[config.mk]
export PLATFORM = sky130hd
export DESIGN_NAME = decryptor_unit
export DESIGN_NICKNAME = d
export VERILOG_FILES = /design/src/rtl/decryptor_pkg.sv /design/src/rtl/seq_divider_8by4.sv /design/src/rtl/decryptor_unit.sv
export SDC_FILE = /design/constraint.sdc
export NUM_CORES = 1
export LEC_CHECK = 0
export ABC_AREA = 1
export CAP_MARGIN = 20
export CORE_AREA = 2 2 162 116
export CTS_BUF_LIST = sky130_fd_sc_hd__clkbuf_4 sky130_fd_sc_hd__clkbuf_8
export DETAILED_ROUTE_END_ITERATION = 7
export DIE_AREA = 0 0 164 118
export REMOVE_ABC_BUFFERS = 1
export SLEW_MARGIN = 20
export SYNTH_ARGS = -nofsm -noshare
export SYNTH_HDL_FRONTEND = slang
export SYNTH_SLANG_ARGS = --single-unit
[constraint.sdc]
create_clock -name clock -period 2.7 [get_ports clock]
set_input_delay 0.405 -clock clock [delete_from_list [all_inputs] [get_ports clock]]
set_output_delay 0.405 -clock clock [all_outputs]
set_load 0.005 [all_outputs]
[src/rtl/decryptor_pkg.sv]
// Shared constants, state encoding and the quotient rotate helper for the decryptor.
package decryptor_pkg;

    localparam int unsigned DW        = 8;
    localparam int unsigned NW        = 4;
    localparam int unsigned DEPTH     = 16;
    localparam int unsigned AW        = $clog2(DEPTH);
    localparam int unsigned ROT       = 2;
    localparam int unsigned DIV_STEPS = 8;
    localparam int unsigned CW        = $clog2(DIV_STEPS + 1);

    typedef enum logic [2:0] {
        ST_IDLE  = 3'd0,
        ST_FETCH = 3'd1,
        ST_DIV   = 3'd2,
        ST_ROT   = 3'd3,
        ST_FIN   = 3'd4
    } state_t;

    // Undo the encryptor's rotate-right by rotating the quotient left.
    function automatic logic [NW-1:0] rotl(input logic [NW-1:0] x);
        rotl = NW'((x << ROT) | (x >> (NW - ROT)));
    endfunction

endpackage

[src/rtl/seq_divider_8by4.sv]
// Restoring divider: 8-bit dividend by 4-bit divisor, one quotient bit per step.
module seq_divider_8by4
    import decryptor_pkg::*;
(
    input  logic          clock,
    input  logic          reset,
    input  logic          load,
    input  logic          step,
    input  logic [DW-1:0] dividend,
    input  logic [NW-1:0] divisor,
    output logic [DW-1:0] quot,
    output logic [NW-1:0] rem,
    output logic          done
);

    logic [NW:0]   rem_sh;
    logic [NW:0]   rem_sub;
    logic          q_bit;
    logic [NW-1:0] rem_next;
    logic [CW-1:0] cnt;

    // Shift in the next dividend bit and trial-subtract the divisor.
    always_comb begin
        rem_sh   = {rem, quot[DW-1]};
        rem_sub  = rem_sh - {1'b0, divisor};
        q_bit    = (rem_sh >= {1'b0, divisor});
        rem_next = NW'(q_bit ? rem_sub : rem_sh);
    end

    // Quotient bits replace dividend bits in the same shift register.
    always_ff @(posedge clock) begin
        if (reset) begin
            quot <= '0;
            rem  <= '0;
            cnt  <= '0;
            done <= 1'b0;
        end else if (load) begin
            quot <= dividend;
            rem  <= '0;
            cnt  <= '0;
            done <= 1'b0;
        end else if (step) begin
            quot <= {quot[DW-2:0], q_bit};
            rem  <= rem_next;
            cnt  <= cnt + CW'(1);
            done <= (cnt == CW'(DIV_STEPS - 1));
        end
    end

endmodule

[src/rtl/decryptor_unit.sv]
// Cipher store plus decrypt sequencer: fetch, divide by key, rotate quotient left.
module decryptor_unit
    import decryptor_pkg::*;
(
    input  logic          clock,
    input  logic          reset,
    input  logic          load_we,
    input  logic [AW-1:0] load_addr,
    input  logic [DW-1:0] load_data,
    input  logic          start,
    input  logic [AW-1:0] rd_addr,
    input  logic [NW-1:0] key,
    output logic          busy,
    output logic          done,
    output logic [NW-1:0] num_out,
    output logic          error
);

    logic [DW-1:0] mem [DEPTH];

    state_t        state, state_d;
    logic [AW-1:0] addr_q, addr_d;
    logic [NW-1:0] key_q, key_d;
    logic [CW-1:0] count, count_d;
    logic          busy_d, done_d, error_d;
    logic [NW-1:0] num_d;
    logic          div_load, div_step, div_done;
    logic [DW-1:0] div_quot;
    logic [NW-1:0] div_rem;
    logic          rot_err;

    // Cipher store; a write in the FETCH cycle lands after the read.
    always_ff @(posedge clock) begin
        if (reset) begin
            for (int i = 0; i < DEPTH; i++) mem[i] <= '0;
        end else if (load_we) begin
            mem[load_addr] <= load_data;
        end
    end

    seq_divider_8by4 u_div (
        .clock    (clock),
        .reset    (reset),
        .load     (div_load),
        .step     (div_step),
        .dividend (mem[addr_q]),
        .divisor  (key_q),
        .quot     (div_quot),
        .rem      (div_rem),
        .done     (div_done)
    );

    // State and registered outputs.
    always_ff @(posedge clock) begin
        if (reset) begin
            state   <= ST_IDLE;
            addr_q  <= '0;
            key_q   <= '0;
            count   <= '0;
            busy    <= 1'b0;
            done    <= 1'b0;
            num_out <= '0;
            error   <= 1'b0;
        end else begin
            state   <= state_d;
            addr_q  <= addr_d;
            key_q   <= key_d;
            count   <= count_d;
            busy    <= busy_d;
            done    <= done_d;
            num_out <= num_d;
            error   <= error_d;
        end
    end

    // Next-state and next-output decode.
    always_comb begin
        state_d  = state;
        addr_d   = addr_q;
        key_d    = key_q;
        count_d  = count;
        busy_d   = busy;
        done_d   = 1'b0;
        num_d    = num_out;
        error_d  = error;
        div_load = 1'b0;
        div_step = 1'b0;
        rot_err  = (div_rem != '0) || (div_quot[DW-1:NW] != '0) || !div_done;

        unique case (state)
            ST_IDLE: begin
                if (start) begin
                    addr_d  = rd_addr;
                    key_d   = key;
                    busy_d  = 1'b1;
                    state_d = ST_FETCH;
                end
            end
            ST_FETCH: begin
                if (key_q == '0) begin
                    error_d = 1'b1;
                    num_d   = '0;
                    state_d = ST_FIN;
                end else begin
                    div_load = 1'b1;
                    count_d  = CW'(DIV_STEPS);
                    state_d  = ST_DIV;
                end
            end
            ST_DIV: begin
                div_step = 1'b1;
                count_d  = count - CW'(1);
                if (count == CW'(1)) state_d = ST_ROT;
            end
            ST_ROT: begin
                error_d = rot_err;
                num_d   = rot_err ? '0 : rotl(div_quot[NW-1:0]);
                state_d = ST_FIN;
            end
            ST_FIN: begin
                done_d  = 1'b1;
                busy_d  = 1'b0;
                state_d = ST_IDLE;
            end
            default: state_d = ST_IDLE;
        endcase
    end

endmodule

==> flow_summary.yaml <==
clock_tree:
  post_cts_resized: 0
  clk_latency_ns: 0.47
  cts_num_sinks: 171
  numCtsBuffers: 17
  cts.hold.buffers_added: 0
  clkTransAtPathRegs_ns: 0.08
  post-cts-setup-buffers: 0
  cts.root.buffer_cell: "clkbuf_8"
  cts_buffer_depth: 2
  tritoncts: "built"
  htree_levels: 4
global_routing:
  grt_max_degree: 65
  grt_overflow: 0
  grt_pass1_wl_um: 32660
  antenna_found_initial: 0
  track_usage: 0.2273
  grt_pass1_vias: 5921
synthesis:
  netlist_instances: 961
  syn_area_um2: 8214
  synth_edf_count: 128
  yosysWarnings: 0
  avgSynthCellArea_um2: 8.547
  synth-seq-cells: 171
  synth_top_area_share: 0.4679
  synth.largest_area_cell: "edfxtp_1"
  synth.top_cells.by_area: "edfxtp_1 47%, nand2_1 12%, dfxtp_1 10%, nor2_1 6.7%, inv_1 6.6%"
  async_reset_ff_frac: 0
  ys_types: 36
  yosysSeqAreaShare: 0.5727
  ys.flop_type: "edfxtp_1"
power:
  p_leak_nw: 4.174
  report.power.total_mw: 5.972
  peakVddDrop_mv: 0.3896
  p_per_area_nw_per_um2: 649.4
detailed_routing:
  vias: 6194
  drc: 0
  wl_um: 20500
  drt_iter0_drc: 673
  detail_route.wl_per_cell_um: 16.55
  routed_via_density: 4.999
  ant_nets: 0
  dr.pass1.iters: 5
sta:
  fin_worst_skew_ns: 0.01422
  rsz0062_at_grt: "no"
  setup_viol: 0
  fmax_ghz: 0.5077
  hold_violations: 0
  slew_headroom: 0.5198
  finalCriticalPeriod_ns: 1.970
  finalMaxSlewViolations: 0
  setup_tns_ns: 0
  period_share: 0.7295
  worstMarginPinSlew_ns: 0.7148
  fin_hold_ws_ns: 0.4469
worst_hold_path:
  hold_path_class: "reg2reg"
  hold_depth: 2
  holdPathEnd: "addr_q[1]"
  worstHoldStart: "addr_q[1]"
place:
  dp_hpwl_um: 13550
  io_buffer_count: 30
  placed_area_um2: 8781
  globalplace.congestion: 0.8406
floorplan:
  fp-row-count: 41
  die_w_um: 164
  die_area_um2: 19350
  coreArea_um2: 17800
  fp.dieH_um: 118
  initial_core_util: 0.4614
  ios: 31
finish:
  num_antenna_cells: 0
  nets: 1022
  layout_common_cells: "254 x nand2_1, 146 x nor2_1, 145 x inv_1"
  area_growth_pct: 11.96
  final_common_cell: "nand2_1"
  fin_util: 0.5166
  postLayoutCellArea_um2: 9196
  drive_gt1_frac: 0.08475
setup_path:
  critical_path_required_ns: 2.83
  r2r-end: "u_div.quot[6]"
  critical_path_arrival_ns: 2.10
  critical_path_class: "in2reg"
  crit_path_start_kind: "input pin"
  r2r_slack_ns: 0.88
  r2r_cells: 8
  crit_fanout: 9
  critPathCaptureType: "flop"
run_status:
  status: "completed"
flow_run:
  maxCapViolCount: 0
worst max-delay path: stages:
cell and delay [ns]:
clkdlybuf4s50_1 0.63, inv_2 0.11, nor3_4 0.47, nand2_4 0.15, nand2_1 0.32
worst max-delay path by stage:
stage                            start            end  slack (ns)  cells after the start
after floorplan                   flop  u_div.quot[6]        0.01                      8
after global placement    load_addr[3]      mem[8][3]        0.26                      5
after detailed placement  load_addr[2]      mem[6][4]        0.24                      5
after CTS                 load_addr[2]      mem[4][6]        0.75                      5
after global routing      load_addr[3]      mem[8][7]        0.64                      5
final                     load_addr[2]      mem[4][2]        0.73                      5
synthesized netlist by cell type, types with 2 or more instances:
cell type,count
nor2_2,2
inv_1,145
ha_1,7
edfxtp_1,128
clkbuf_1,18
dfxtp_1,43
or2_2,2
o211ai_1,4
nor2_1,146
nor3_4,4
nand2_4,13
nand2_2,4
nand2_1,254
a31oi_1,2
nor3_1,2
buf_2,16
o21ai_0,16
a21oi_1,30
nand3_1,100
buf_4,4
inv_2,6
cells by family after synthesis:
group,synth area share
xor gates and xnor gates,0.002133
AOI/OAI and AO/OA,0.03839
DFF,0.5727
and+or+nand+nor,0.2807
buffers and inverters,0.09292
adders and majority gates,0.01310
layer usage:
metal  global-route usage  part of all wire  up-vias
met4              0.06689             0.011        0
met2               0.3149              0.42      187
met5                    0                 0        -
li1                     -                 -     3099
met1               0.3528              0.49     2889
met3              0.05004             0.079       19
cell type report:
cell class,count,area (µm²)
Inverter,152,570.5
Sequential cell,171,4706
Timing Repair Buffer,50,462.9
Multi-Input combinational cell,598,2746
Clock inverter,6,82.58
Clock buffer,26,332.8
Tap cell,236,295.3
Fill cell,1686,8605
stage by stage:
step,cells,worst slack [ns]
final,1239,0.7305
after global routing,1239,0.6383
after CTS,1239,0.7461
after detailed placement,1207,0.2423
after global placement,1207,0.2617
after floorplan,921,0.01391
state kept, by name (all words and copies together), names as in the netlist, named ones only:
name	count
count	4
state	3
addr_q	4
key_q	4
done	1
busy	1
u_div.quot	8
error	1
num_out	4
u_div.cnt	4
u_div.done	1
u_div.rem	4
mem	128
power breakdown:
part | switching [mW] | internal, mW | leakage [nW]
clock network | 0.908 | 0.986 | 0.222
logic | 0.707 | 0.311 | 2.38
registers | 0.0711 | 2.99 | 1.57
Power figures use the tool's default switching activity.
